$ cat src/rtl/pu_msp430_scan_pkg.sv
// ---------------------------------------------------------------------------
// pu_msp430_scan_pkg
//
// Shared definitions for the MSP430 scan-mode sequencer:
//   - scan_state_t       : sequencer state encoding (binary, registered)
//   - DEFAULT_UNLOCK_KEY : key word that arms scan entry
//   - SETTLE_CNT_W       : width of the settle-window down-counter
// ---------------------------------------------------------------------------
package pu_msp430_scan_pkg;

    localparam logic [15:0] DEFAULT_UNLOCK_KEY = 16'hA5C3;
    localparam int          SETTLE_CNT_W       = 8;

    typedef enum logic [2:0] {
        ST_IDLE  = 3'd0,
        ST_ARMED = 3'd1,
        ST_ENTER = 3'd2,
        ST_SCAN  = 3'd3,
        ST_EXIT  = 3'd4
    } scan_state_t;

endpackage : pu_msp430_scan_pkg

$ cat src/rtl/pu_msp430_sync_cell.sv
// ---------------------------------------------------------------------------
// pu_msp430_sync_cell
//
// Generic N-flop level synchronizer for bringing an asynchronous single-bit
// signal into the clk domain. Output latency is STAGES clk cycles.
//
// Parameters:
//   STAGES    : number of flops in the chain (>= 2)
//
// Ports:
//   clk       in  1  destination clock
//   rst_n     in  1  asynchronous active-low reset, clears every stage
//   d         in  1  asynchronous input
//   q         out 1  synchronized output
// ---------------------------------------------------------------------------
module pu_msp430_sync_cell #(
    parameter int STAGES = 2
) (
    input  logic clk,
    input  logic rst_n,
    input  logic d,
    output logic q
);

    logic [STAGES-1:0] sync_q;

    // NOTE: every synchronizer stage is reset so the chain cannot report a
    // stale request after reset release; flops use non-blocking assignment
    // so the shift happens as one simultaneous register update.
    always_ff @(posedge clk or negedge rst_n) begin
        if (!rst_n) begin
            sync_q <= '0;
        end else begin
            sync_q <= {sync_q[STAGES-2:0], d};
        end
    end

    assign q = sync_q[STAGES-1];

endmodule : pu_msp430_sync_cell

$ cat src/rtl/pu_msp430_scan_ctrl.sv
// ---------------------------------------------------------------------------
// pu_msp430_scan_ctrl
//
// Scan-mode entry/exit sequencer. Produces the global scan mux select and a
// functional-hold qualifier. Entry needs a key unlock followed by a
// synchronized test request; every functional<->scan switch is bracketed by
// a settle window during which func_hold is high and scan_mode is stable.
//
// Parameters:
//   SYNC_STAGES   : synchronizer depth for test_req (>= 2)
//   SETTLE_CYCLES : settle window length in mclk cycles (1..255)
//   UNLOCK_KEY    : key word that arms scan entry
//
// Ports:
//   mclk       in  1   core clock
//   reset_n    in  1   asynchronous active-low reset
//   test_req   in  1   asynchronous, level-sensitive scan request from pad
//   key_valid  in  1   single-cycle strobe qualifying key_data
//   key_data   in  16  unlock key word
//   scan_mode  out 1   scan mux select, 1 = scan path
//   func_hold  out 1   freezes functional FSMs and clock enables
//   armed      out 1   key accepted, waiting for request
//   key_err    out 1   one-cycle pulse after a wrong key in IDLE
// ---------------------------------------------------------------------------
module pu_msp430_scan_ctrl
    import pu_msp430_scan_pkg::*;
#(
    parameter int          SYNC_STAGES   = 2,
    parameter int          SETTLE_CYCLES = 8,
    parameter logic [15:0] UNLOCK_KEY    = DEFAULT_UNLOCK_KEY
) (
    input  logic        mclk,
    input  logic        reset_n,
    input  logic        test_req,
    input  logic        key_valid,
    input  logic [15:0] key_data,
    output logic        scan_mode,
    output logic        func_hold,
    output logic        armed,
    output logic        key_err
);

    // Counter starts at SETTLE_CYCLES-1 and the transition fires on the edge
    // after it reads zero, giving a window of exactly SETTLE_CYCLES cycles.
    localparam logic [SETTLE_CNT_W-1:0] SETTLE_LOAD =
        SETTLE_CNT_W'(SETTLE_CYCLES - 1);

    scan_state_t             state;
    logic [SETTLE_CNT_W-1:0] settle_cnt;
    logic                    req_s;
    logic                    cnt_zero;

    pu_msp430_sync_cell #(
        .STAGES (SYNC_STAGES)
    ) u_req_sync (
        .clk   (mclk),
        .rst_n (reset_n),
        .d     (test_req),
        .q     (req_s)
    );

    assign cnt_zero = (settle_cnt == '0);

    // Outputs are registered alongside the state so each one changes only on
    // the edge that enters the state that owns it; no decode glitches reach
    // the scan muxes.
    always_ff @(posedge mclk or negedge reset_n) begin
        if (!reset_n) begin
            state      <= ST_IDLE;
            settle_cnt <= '0;
            scan_mode  <= 1'b0;
            func_hold  <= 1'b0;
            armed      <= 1'b0;
            key_err    <= 1'b0;
        end else begin
            key_err <= 1'b0;

            case (state)
                ST_IDLE: begin
                    if (key_valid) begin
                        if (key_data == UNLOCK_KEY) begin
                            state <= ST_ARMED;
                            armed <= 1'b1;
                        end else begin
                            key_err <= 1'b1;
                        end
                    end
                end

                ST_ARMED: begin
                    // Any key strobe disarms, even when the request arrives
                    // in the same cycle.
                    if (key_valid) begin
                        state <= ST_IDLE;
                        armed <= 1'b0;
                    end else if (req_s) begin
                        state      <= ST_ENTER;
                        armed      <= 1'b0;
                        func_hold  <= 1'b1;
                        settle_cnt <= SETTLE_LOAD;
                    end
                end

                ST_ENTER: begin
                    // A withdrawn request aborts entry before the muxes
                    // switch; the exit window then runs in full.
                    if (!req_s) begin
                        state      <= ST_EXIT;
                        settle_cnt <= SETTLE_LOAD;
                    end else if (cnt_zero) begin
                        state     <= ST_SCAN;
                        scan_mode <= 1'b1;
                    end else begin
                        settle_cnt <= settle_cnt - 1'b1;
                    end
                end

                ST_SCAN: begin
                    if (!req_s) begin
                        state      <= ST_EXIT;
                        scan_mode  <= 1'b0;
                        settle_cnt <= SETTLE_LOAD;
                    end
                end

                ST_EXIT: begin
                    // Request reassertion is ignored here; the sequence
                    // always returns to IDLE and needs a fresh key.
                    if (cnt_zero) begin
                        state     <= ST_IDLE;
                        func_hold <= 1'b0;
                    end else begin
                        settle_cnt <= settle_cnt - 1'b1;
                    end
                end

                default: begin
                    // Unused encodings fall back to the safe functional state.
                    state      <= ST_IDLE;
                    settle_cnt <= '0;
                    scan_mode  <= 1'b0;
                    func_hold  <= 1'b0;
                    armed      <= 1'b0;
                end
            endcase
        end
    end

endmodule : pu_msp430_scan_ctrl

$ cat config.mk
export PLATFORM = sky130hd
export DESIGN_NAME = pu_msp430_scan_ctrl
export DESIGN_NICKNAME = d
export VERILOG_FILES = /design/src/rtl/pu_msp430_scan_pkg.sv /design/src/rtl/pu_msp430_sync_cell.sv /design/src/rtl/pu_msp430_scan_ctrl.sv
export SDC_FILE = /design/constraint.sdc
export NUM_CORES = 1
export LEC_CHECK = 0
export BUFFER_PORTS_ARGS = -buffer_cell sky130_fd_sc_hd__buf_2
export CAP_MARGIN = 40
export CORE_MARGIN = 3
export CORE_UTILIZATION = 50
export DETAILED_ROUTE_END_ITERATION = 12
export GPL_TIMING_DRIVEN = 0
export PLACE_DENSITY = 0.83
export SLEW_MARGIN = 10
export SYNTH_ARGS = -nofsm -noshare
export SYNTH_HDL_FRONTEND = slang
export SYNTH_SLANG_ARGS = --single-unit
export TNS_END_PERCENT = 1
$ cat constraint.sdc
create_clock -name mclk -period 3.55 [get_ports mclk]
set_input_delay 0.1775 -clock mclk [delete_from_list [all_inputs] [get_ports mclk]]
set_output_delay 0.1775 -clock mclk [all_outputs]
set_load 0.02 [all_outputs]
==> results of run 1 <==
==> synth_stat cells, types with 2 or more instances <==
master     number  area share, %
a32o_1          2            1.9
o21ai_1         2           0.93
o31ai_1         2            1.4
clkbuf_8        2            2.6
or3_2           2            1.4
mux2i_1         2            1.9
a2111oi_0       2            1.6
nor3_1          5            2.3
nor4bb_1        2            1.9
ha_1            2            2.3
dfrtp_1        17             40
nor4b_1         2            1.6
buf_6           2            2.1
a21o_1          2            1.4
xor2_1          2            1.6
inv_1           5            1.7
or2b_1          2            1.4
nand2_1         4            1.4
nor2_1          5            1.7
and4b_1         2            1.9
nor4_1          2            1.2
a21oi_1         7            3.3
o21ai_0         7            3.3
a22oi_1         2            1.4
o31a_1          2            1.6
==> how the worst max path moves through the flow <==
| stage | startpoint | end | slack (ns) |
|---|---|---|---|
| after global placement | settle_cnt[2] | settle_cnt[2] | 1.79 |
| after floorplan | settle_cnt[4] | settle_cnt[2] | 1.84 |
| after CTS | settle_cnt[2] | settle_cnt[2] | 1.71 |
| after global routing | settle_cnt[0] | settle_cnt[0] | 1.47 |
| after detailed placement | settle_cnt[2] | settle_cnt[2] | 1.72 |
| final | settle_cnt[0] | settle_cnt[0] | 1.68 |
==> through the flow <==
stage	util [%]	setup WS, ns	instance area [µm²]	power [mW]
5_1_grt	63.4	1.47	1270	0.333
4_1_cts	63.4	1.71	1270	0.324
3_3_place_gp	61.1	1.79	1220	0.220
2_1_floorplan	-	1.84	1070	0.206
6_report	63.4	1.68	1270	0.320
3_5_place_dp	61.1	1.72	1220	0.221
==> logic make-up (layout without fill, tap and decap cells) <==
family / count (synthesis) / count (layout) / synth area share (%)
mux: 2 / 2 / 1.86
simple gates: 37 / 37 / 23.4
fa+ha+maj: 2 / 2 / 2.33
flops: 17 / 17 / 39.6
buf+inv: 9 / 38 / 6.41
xor+xnor: 3 / 3 / 2.45
compound gates: 35 / 35 / 23.9
==> where the power goes <==
group | switching (mW) | internal, mW | total, mW
Clock | 0.0574 | 0.0437 | 0.101
Combinational | 0.00970 | 0.0119 | 0.0216
Sequential | 0.00154 | 0.195 | 0.197
==> critical path: stages (launching register included) <==
cell and delay, ns:
dfrtp_1 0.44, inv_1 0.11, ha_1 0.17, nor3b_1 0.41
nand2_1 0.20, o21ai_0 0.32, a32o_1 0.17
==> routing by layer <==
layer  vias up  wire length (µm)
met5         -                 0
met4         0                19
met3         6               142
met2        36              1170
met1       444              1040
li1        461                 -
==> area by class of cell <==
type,count,share of cell area [%]
flip-flops and latches,17,33.5
inverters,5,1.48
repair buffers,25,10.7
multi-input cells,79,45.7
well taps,27,2.66
clock buffers,4,2.07
plain buffers,4,3.94
==> registers in the layout, summed over array words and instances, names as in the netlist <==
signal             count
settle_cnt             8
state                  3
u_req_sync.sync_q      2
armed                  1
func_hold              1
key_err                1
scan_mode              1
==> metrics.md, run 1 <==
| Metric | Value |
|---|---|
| Status | `complete, no violations` |
| Ys flop type | `dfrtp_1` |
| Core Rows | `16` |
| Grt peak-use layer | `met2` |
| Chip height | `52.3 µm` |
| Ys Warns | `0` |
| Final wirelength | `2.37 mm` |
| Initial core utilization | `53.6%` |
| Most common cell after layout, fill and taps aside | `buf_2` |
| Synth Register Bits | `17` |
| CTS Sinks | `17` |
| Fin. Hold Viols | `0` |
| Worst Reg-to-Reg Cells | `6` |
| Min-Delay Path Depth | `3` |
| NumNets Final | `157` |
| Met1 usage | `25.3%` |
| Via/cell ratio | `5.88` |
| Syn Nets | `127` |
| Clock root cell | `clkbuf_4` |
| GRT Residual Overflow | `0` |
| CORE AREA | `2000 µm²` |
| Mapped Cells | `105` |
| DIE AREA | `2740 µm²` |
| Library cells used by synthesis | `44` |
| RR Endpoint | `settle_cnt[0]` |
| Post-route ant nets | `0` |
| Pleak | `0.579 nW` |
| Multi-input gate area | `579 µm²` |
| Fillers | `165` |
| Fin Hold WS | `0.204 ns` |
| Reg-to-reg setup timing slack | `1.68 ns` |
| Netlist Area Pre-Place | `1070 µm²` |
| DRT iter0 DRCs | `28` |
| CTS tree | `done` |
| Worst Hold Class | `input pin to flip-flop` |
| Clk buf depth | `2` |
| WS Path Type | `flip-flop to flip-flop` |
| Slew at the pin closest to its max-slew limit | `0.625 ns` |
| Max cap viols | `0` |
| Ant diodes | `0` |
| Area grow syn2layout | `18.2%` |
| Worst Hold End | `state[0]` |
| TNS Setup | `0 ns` |
| Cell Count, Final, Fillers Out | `161` |
| Die Wd | `52.3 µm` |
| Detailed Place HPWL | `1.82 mm` |
| Hold path start | `key_valid` |
| Worst-Skew Late Latency | `0.29 ns` |
| Fmax | `535 MHz` |
| Async S/R FF share, synth | `100%` |
| RSZ-0062 raised after global routing | `no` |
| GP Congestion | `0.872` |
| IO Pins | `24` |
| Critical Path RT | `3.78 ns` |
| Clock skew | `0.00496 ns` |
| Worst EP arrival | `2.10 ns` |
| Endpoints failing setup | `0` |
| Max IR drop VDD | `222 µV` |
| Placed instance count | `155` |
| Vias in the first global route | `948` |
| Register area | `425 µm²` |
| H-Tree Depth | `1` |
| Clk pin slew, worst setup/hold paths | `0.09 ns` |
| Seq/Total Area, Yosys | `39.6%` |
| Post-CTS sizing | `0` |
| Worst setup EP type | `flip-flop` |
| TritonRoute pass-1 iters | `4` |
| PwrDens | `252 nW/µm²` |
| Layout cells sized above 1 | `28.4%` |
| Gr usage total | `19.9%` |
| Most frequent cells in the layout | `23 x buf_2, 17 x dfrtp_1, 7 x a21oi_1, 7 x o21ai_0` |
| CP max FO | `5` |
| IO Port Bufs | `23` |
| Post-CTS Setup Bufs | `0` |
| Avg WL per Cell | `14.7 µm` |
| Initial antenna violation count | `0` |
| # DRC | `0` |
| Grt met3 use | `5.98%` |
| Slew margin rel. | `57.3%` |
| Slew Viols, Final | `0` |
| DR vias | `947` |
| First-pass GRT wire length | `4.14 mm` |
| Post-synth EDFFs | `0` |
| Worst Setup Start Kind | `flip-flop` |
| Mean Syn Cell Area | `10.2 µm²` |
| Fin crit share | `52.6%` |
| RR Startpoint | `settle_cnt[0]` |
| # hold bufs at CTS | `2` |
| Met2 Use GR | `33.7%` |
| Min cycle time layout | `1.87 ns` |
| Largest net degree at the start of global routing | `18` |
| TritonCTS Buffers | `3` |
No activity file was read; power rests on OpenSTA's default activity.
==> run 2, diff against run 1 <==
- CORE_UTILIZATION: 50 -> 47
- PLACE_DENSITY: 0.83 -> 0.82
- clock period: 3.55 -> 1.6 ns (I/O delays scaled with it)
==> run 2 against run 1 <==
- the flow now finishes with violations (negative setup slack)
- register-to-register slack lost 1.8 ns
- clock power grew 120%
- sequential share of layout area shrank 2.9 points
- power grew 120%
- global-route usage grew 0.17 points
- routed wire length grew 11%
- via count grew 4.5%
- largest cell class unchanged
==> metrics.md, run 2 (synthesis gave the netlist of run 1 again) <==
| Metric | Value |
|---|---|
| Register area | `427 µm² (was 425 µm²)` |
| Vias in the first global route | `969 (was 948)` |
| Clk buf depth | `2 (unchanged)` |
| Avg WL per Cell | `15.7 µm (was 14.7 µm)` |
| Grt met3 use | `6.65% (was 5.98%)` |
| Clock skew | `0.00940 ns (was 0.00496 ns)` |
| Largest reg by FF count | `settle_cnt (unchanged)` |
| DIE AREA | `2890 µm² (was 2740 µm²)` |
| Most frequent cells in the layout | `23 x buf_2, 16 x dfrtp_1, 7 x a21oi_1, 7 x o21ai_0, 7 x buf_4 (was 23 x buf_2, 17 x dfrtp_1, 7 x a21oi_1, 7 x o21ai_0)` |
| Critical Path RT | `1.79 ns (was 3.78 ns)` |
| Grt peak-use layer | `met2 (unchanged)` |
| Max IR drop VDD | `457 µV (was 222 µV)` |
| First-pass GRT wire length | `4.20 mm (was 4.14 mm)` |
| GP Congestion | `0.916 (was 0.872)` |
| Multi-input gate area | `648 µm² (was 579 µm²)` |
| Via/cell ratio | `5.89 (was 5.88)` |
| DRT iter0 DRCs | `32 (was 28)` |
| Status | `complete, but fails checks (was complete, no violations)` |
| Chip height | `53.8 µm (was 52.3 µm)` |
| Net Sw Frac | `21.7% (was 21.5%)` |
| Hold path start | `key_valid (unchanged)` |
| Failing checks | `negative setup slack` |
| Met1 usage | `24.7% (was 25.3%)` |
| Fin. Hold Viols | `0 (unchanged)` |
| Worst EP arrival | `1.94 ns (was 2.10 ns)` |
| Max cap viols | `0 (unchanged)` |
| Slew at the pin closest to its max-slew limit | `0.644 ns (was 0.625 ns)` |
| Fin crit share | `110% (was 52.6%)` |
| H-Tree Depth | `1 (unchanged)` |
| Slew Viols, Final | `0 (unchanged)` |
| Detailed Place HPWL | `1.81 mm (was 1.82 mm)` |
| Die Wd | `53.8 µm (was 52.3 µm)` |
| RR Startpoint | `settle_cnt[4] (was settle_cnt[0])` |
| CORE AREA | `2060 µm² (was 2000 µm²)` |
| Clock root cell | `clkbuf_4 (unchanged)` |
| Worst-Skew Late Latency | `0.29 ns (about the same)` |
| CTS Sinks | `17 (unchanged)` |
| Final Worst Setup Slack | `-0.155 ns (was 1.68 ns)` |
| NumNets Final | `164 (was 157)` |
| IO Port Bufs | `23 (unchanged)` |
| Flop pwr share | `61.3% (was 61.6%)` |
| Max reg flops | `8 (unchanged)` |
| Worst Setup SP | `settle_cnt[4] (was settle_cnt[0])` |
| Worst setup EP type | `flip-flop (unchanged)` |
| Ant diodes | `0 (unchanged)` |
| DP Worst Slack | `-0.154 ns (was 1.72 ns)` |
| Fmax | `570 MHz (was 535 MHz)` |
| Clk pin slew, worst setup/hold paths | `0.10 ns (was 0.09 ns)` |
| Area grow syn2layout | `29.6% (was 18.2%)` |
| Internal power | `0.558 mW (was 0.251 mW)` |
| DR vias | `990 (was 947)` |
| CTS tree | `done (unchanged)` |
| Most common cell after layout, fill and taps aside | `buf_2 (unchanged)` |
| Switching power of the nets | `0.155 mW (was 0.0686 mW)` |
| Initial antenna violation count | `0 (unchanged)` |
| Initial core utilization | `52.1% (was 53.6%)` |
| Pleak | `0.616 nW (was 0.579 nW)` |
| Post-route ant nets | `0 (unchanged)` |
| Min cycle time layout | `1.75 ns (was 1.87 ns)` |
| TritonCTS Buffers | `3 (unchanged)` |
| Combinational cell fraction of total power | `7.0% (was 6.7%)` |
| IO Pins | `24 (unchanged)` |
| TritonRoute pass-1 iters | `4 (unchanged)` |
| Registers with the most flip-flops | `settle_cnt: 8 flops, state: 3 flops, u_req_sync.sync_q: 2 flops (unchanged)` |
| Fillers | `157 (was 165)` |
| Core Rows | `16 (unchanged)` |
| Largest net degree at the start of global routing | `18 (unchanged)` |
| PwrDens | `512 nW/µm² (was 252 nW/µm²)` |
| Slew margin rel. | `55.9% (was 57.3%)` |
| WS Path Type | `flip-flop to flip-flop (unchanged)` |
| Final wirelength | `2.64 mm (was 2.37 mm)` |
| Final instance area | `1390 µm² (was 1270 µm²)` |
| Endpoints failing setup | `6 (was 0)` |
| # DRC | `0 (unchanged)` |
| Met2 Use GR | `33.5% (was 33.7%)` |
| CP max FO | `4 (was 5)` |
| Worst Setup Start Kind | `flip-flop (unchanged)` |
| Placed instance area | `1220 µm² (unchanged)` |
| Layout cells sized above 1 | `37.6% (was 28.4%)` |
| Clk pwr share | `31.6% (about the same)` |
| Gr usage total | `20.1% (was 19.9%)` |
| Worst Hold Class | `input pin to flip-flop (unchanged)` |
| GRT Residual Overflow | `0 (unchanged)` |
| RSZ-0062 raised after global routing | `yes (was no)` |
-- run 2: worst paths after layout --
| path | endpoint | slack, ns | cells past startpoint |
|---|---|---|---|
| max in group asynchronous | settle_cnt[2] | 1.09 | 2 |
| worst min register to register | u_req_sync.sync_q[1] | 0.36 | 0 |
| worst max register to register | settle_cnt[2] | -0.15 | 4 |
| worst max-delay path | settle_cnt[2] | -0.15 | 4 |
| min in group asynchronous | key_err | 0.22 | 2 |
| worst min-delay path | key_err | 0.12 | 2 |
-- run 2: final cells by class --
cell class                      instances  share of cell area [%]
Buffer                                  4                    3.60
Multi-Input combinational cell         79                    46.6
Sequential cell                        17                    30.7
Timing Repair Buffer                   32                    13.5
Inverter                                5                    1.35
Clock buffer                            4                    1.89
Tap cell                               27                    2.43
-- run 2: critical path: stages, from the launching register on --
cell      delay [ns]
dfrtp_1         0.43
or4_4           0.55
o311ai_4        0.34
o21ai_0         0.12
a32o_1          0.22
-- run 2: stage by stage --
step	TNS, ns	hold WS [ns]	power (mW)	utilization [%]	cells
floorplan	-0.0264	-0.216	0.456	-	105
global placement	-0.639	0.0161	0.488	59.3	155
detailed placement	-1.10	0.0216	0.490	59.3	155
CTS	-0.493	0.0907	0.719	63.4	164
global route	-1.30	0.124	0.749	67.5	168
finish	-0.463	0.120	0.713	67.5	168
-- run 2: per-layer routing --
layer | part of all wire, % | wire [µm] | up-vias
li1 | - | - | 475
met1 | 40 | 1060 | 476
met2 | 53 | 1390 | 34
met3 | 6.0 | 158 | 5
met4 | 1.2 | 33 | 0
met5 | 0 | 0 | -
-- run 2: power by group through the flow --
stage | Sequential, mW | Combinational (mW) | Clock, mW
after detailed placement | 0.445 | 0.0448 | 0
after global placement | 0.445 | 0.0432 | 0
after floorplan | 0.446 | 0.00972 | 0
after CTS | 0.437 | 0.0486 | 0.234
final | 0.437 | 0.0500 | 0.225
after global routing | 0.438 | 0.0568 | 0.255
-- run 2: what timing repair did --
item,in CTS,in global routing
endpoints found under the hold margin,18,0
endpoints found under the setup margin,12,12
setup buffers,3,4
resized for setup,5,8
pin swaps,1,2
hold buffers,2,0
==> run 3, diff against run 2 <==
- CORE_ASPECT_RATIO: unset -> 0.6
==> run 3 against run 2 <==
- the run still ends with negative setup slack left
- final area rose by 2.2%
- global-route usage rose by 2.2 points
- largest power group unchanged
- critical path type unchanged
- power rose by 14%
- combinational power rose by 4.4%
- clock skew barely moved
==> metrics.md, run 3 (synthesis gave the netlist of run 1 again) <==
| Metric | Value |
|---|---|
| Status | `complete, but fails checks (unchanged)` |
| Failing checks | `negative setup slack (unchanged)` |
| Fin util | `71.2% (was 67.5%)` |
| NumNets Final | `162 (was 164)` |
| Final wirelength | `2.95 mm (was 2.64 mm)` |
| Switching power of the nets | `0.171 mW (was 0.155 mW)` |
| Reg-to-reg setup timing slack | `-0.14 ns (was -0.15 ns)` |
| CP cell instances | `or4_4, o311ai_4, o21ai_1, a32o_1 (was or4_4, o311ai_4, o21ai_0, a32o_1)` |
| Fin Hold WS | `0.148 ns (was 0.120 ns)` |
| Combinational cell fraction of total power | `6.4% (was 7.0%)` |
| # DRC | `0 (unchanged)` |
| Max cap viols | `0 (unchanged)` |
| TritonCTS Buffers | `3 (unchanged)` |
| Stages on worst setup path | `4 (unchanged)` |
| Initial core utilization | `53.8% (was 52.1%)` |
| Slew margin rel. | `68.9% (was 55.9%)` |
| Post-route ant nets | `0 (unchanged)` |
| Fin. Hold Viols | `0 (unchanged)` |
| Worst Setup Start Kind | `flip-flop (unchanged)` |
| Layout cells sized above 1 | `43.2% (was 37.6%)` |
| Worst Reg-to-Reg Cells | `4 (unchanged)` |
| Most common cell after layout, fill and taps aside | `buf_2 (unchanged)` |
| Internal power | `0.639 mW (was 0.558 mW)` |
| Largest net degree at the start of global routing | `18 (unchanged)` |
| GP Congestion | `0.826 (was 0.916)` |
| Registers with the most flip-flops | `settle_cnt: 8 flops, state: 3 flops, u_req_sync.sync_q: 2 flops (unchanged)` |
| Min-Delay Path Depth | `3 (was 2)` |
| CP max FO | `4 (unchanged)` |
| TritonRoute pass-1 iters | `4 (unchanged)` |
| Initial antenna violation count | `0 (unchanged)` |
| Final instance area | `1420 µm² (was 1390 µm²)` |
| Hold path start | `key_valid (unchanged)` |
| Min cycle time layout | `1.74 ns (was 1.75 ns)` |
| Net Sw Frac | `21.1% (was 21.7%)` |
| First-pass GRT wire length | `4.68 mm (was 4.20 mm)` |
| RSZ-0062 raised after global routing | `yes (unchanged)` |
| Avg WL per Cell | `17.7 µm (was 15.7 µm)` |
| Total power | `0.810 mW (was 0.713 mW)` |
| DIE AREA | `2910 µm² (was 2890 µm²)` |
| Slew Viols, Final | `0 (unchanged)` |
| Max incr delay on CP | `0.57 ns (was 0.55 ns)` |
| CTS tree | `done (unchanged)` |
| Chip height | `43.0 µm (was 53.8 µm)` |
| Worst Setup SP | `settle_cnt[5] (was settle_cnt[4])` |
| Fillers | `140 (was 157)` |
| Worst-Skew Late Latency | `0.26 ns (was 0.29 ns)` |
| Endpoints failing setup | `5 (was 6)` |
| Clock root cell | `clkbuf_8 (was clkbuf_4)` |
| Worst Hold Class | `input pin to flip-flop (unchanged)` |
| Detailed Place HPWL | `2.07 mm (was 1.81 mm)` |
| Die Wd | `67.7 µm (was 53.8 µm)` |
| Max reg flops | `8 (unchanged)` |
| Fmax | `576 MHz (was 570 MHz)` |
| Family with the most delay on the worst path | `compound AO/OA/AOI/OAI gates (unchanged)` |
| Clk pwr share | `39.3% (was 31.6%)` |
| CTS Sinks | `17 (unchanged)` |
| GRT Residual Overflow | `0 (unchanged)` |
| Clk buf depth | `2 (unchanged)` |
| Clk pin slew, worst setup/hold paths | `0.07 ns (was 0.10 ns)` |
| PwrDens | `570 nW/µm² (was 512 nW/µm²)` |
| RR Startpoint | `settle_cnt[5] (was settle_cnt[4])` |
| Max IR drop VDD | `446 µV (was 457 µV)` |
| Gr usage total | `22.2% (was 20.1%)` |
| Clock skew | `0.00956 ns (was 0.00940 ns)` |
| Pleak | `0.615 nW (was 0.616 nW)` |
| DR vias | `996 (was 990)` |
| CORE AREA | `2000 µm² (was 2060 µm²)` |
| Critical Path RT | `1.73 ns (was 1.79 ns)` |
| Worst EP arrival | `1.87 ns (was 1.94 ns)` |
| Fin crit share | `109% (was 110%)` |
| CP Buf/Inv Count | `0 (unchanged)` |
| Final Worst Setup Slack | `-0.137 ns (was -0.155 ns)` |
| Worst setup EP type | `flip-flop (unchanged)` |
| Most frequent cells in the layout | `23 x buf_2, 14 x dfrtp_1, 6 x a21oi_1 (was 23 x buf_2, 16 x dfrtp_1, 7 x a21oi_1, 7 x o21ai_0, 7 x buf_4)` |
| Largest reg by FF count | `settle_cnt (unchanged)` |
| Core Rows | `12 (was 16)` |
| IO Pins | `24 (unchanged)` |
| H-Tree Depth | `1 (unchanged)` |
| CP max stage cell | `or4_4 (unchanged)` |
| Area grow syn2layout | `32.4% (was 29.6%)` |
| WS Path Type | `flip-flop to flip-flop (unchanged)` |
| Slew at the pin closest to its max-slew limit | `0.465 ns (was 0.644 ns)` |
| Placed instance area | `1220 µm² (about the same)` |
| Ant diodes | `0 (unchanged)` |
| DRT iter0 DRCs | `85 (was 32)` |
| Vias in the first global route | `959 (was 969)` |
| Flop pwr share | `54.3% (was 61.3%)` |
| IO Port Bufs | `23 (unchanged)` |
| Via/cell ratio | `5.96 (was 5.89)` |
[run 3: changes by cell type in the layout (fill, tap and decap cells not counted), moves of 2 or more]
cell | previous run | this run
clkbuf_4 | 3 | 0
clkbuf_8 | 2 | 5
buf_4 | 7 | 5
dfrtp_1 | 16 | 14
dfrtp_2 | 1 | 3
inv_1 | 5 | 3
inv_2 | 0 | 2
o21ai_0 | 7 | 5
o21ai_1 | 2 | 4
[run 3: timing repair]
| action | 4_1_cts | 5_1_grt |
|---|---|---|
| hold buffers | 2 | 0 |
| buffers inserted | 3 | 2 |
| endpoints found under the setup margin | 12 | 10 |
| pin swaps | 2 | 2 |
| gates resized for setup | 10 | 16 |
| endpoints found under the hold margin | 18 | 0 |
[run 3: path summary, 6_finish.rpt]
path                                         to
setup / recovery                  settle_cnt[0]
hold / removal                         state[0]
setup reg to reg                  settle_cnt[0]
hold reg to reg            u_req_sync.sync_q[1]
max in group asynchronous         settle_cnt[2]
min in group asynchronous                 armed
[run 3: layer usage]
layer	vias to the layer above	global-route usage, %	wire length, µm
met3	4	4.76	171
met5	-	0	0
li1	473	-	-
met4	0	7.66	27
met2	38	34.0	1450
met1	481	30.7	1300
[run 3: layout make-up]
type,instances,area [µm²],area share [%]
Timing Repair Buffer,30,173,12.1
Inverter,5,18.8,1.32
Sequential cell,17,429,30.2
Buffer,4,50.0,3.52
Clock buffer,4,45.0,3.17
Multi-Input combinational cell,79,671,47.2
Tap cell,28,35.0,2.46
[run 3: power groups by stage]
| stage | Combinational [mW] | Clock, mW | Sequential [mW] |
|---|---|---|---|
| after floorplan | 0.00972 | 0 | 0.446 |
| after global placement | 0.0436 | 0 | 0.446 |
| after detailed placement | 0.0457 | 0 | 0.446 |
| after CTS | 0.0504 | 0.329 | 0.438 |
| after global routing | 0.0581 | 0.345 | 0.440 |
| final | 0.0522 | 0.318 | 0.439 |
[run 3: tightest hold or removal path, cell delays in order]
cell and delay, ns:
buf_2 0.13, inv_1 0.09, a2111oi_2 0.07
[run 3: through the flow]
step | setup TNS, ns | std cells | setup slack (ns)
after floorplan | -0.0264 | 105 | -0.0186
after global placement | -1.40 | 156 | -0.263
after detailed placement | -2.44 | 156 | -0.384
after CTS | -0.413 | 165 | -0.136
after global routing | -0.674 | 167 | -0.169
final | -0.479 | 167 | -0.137
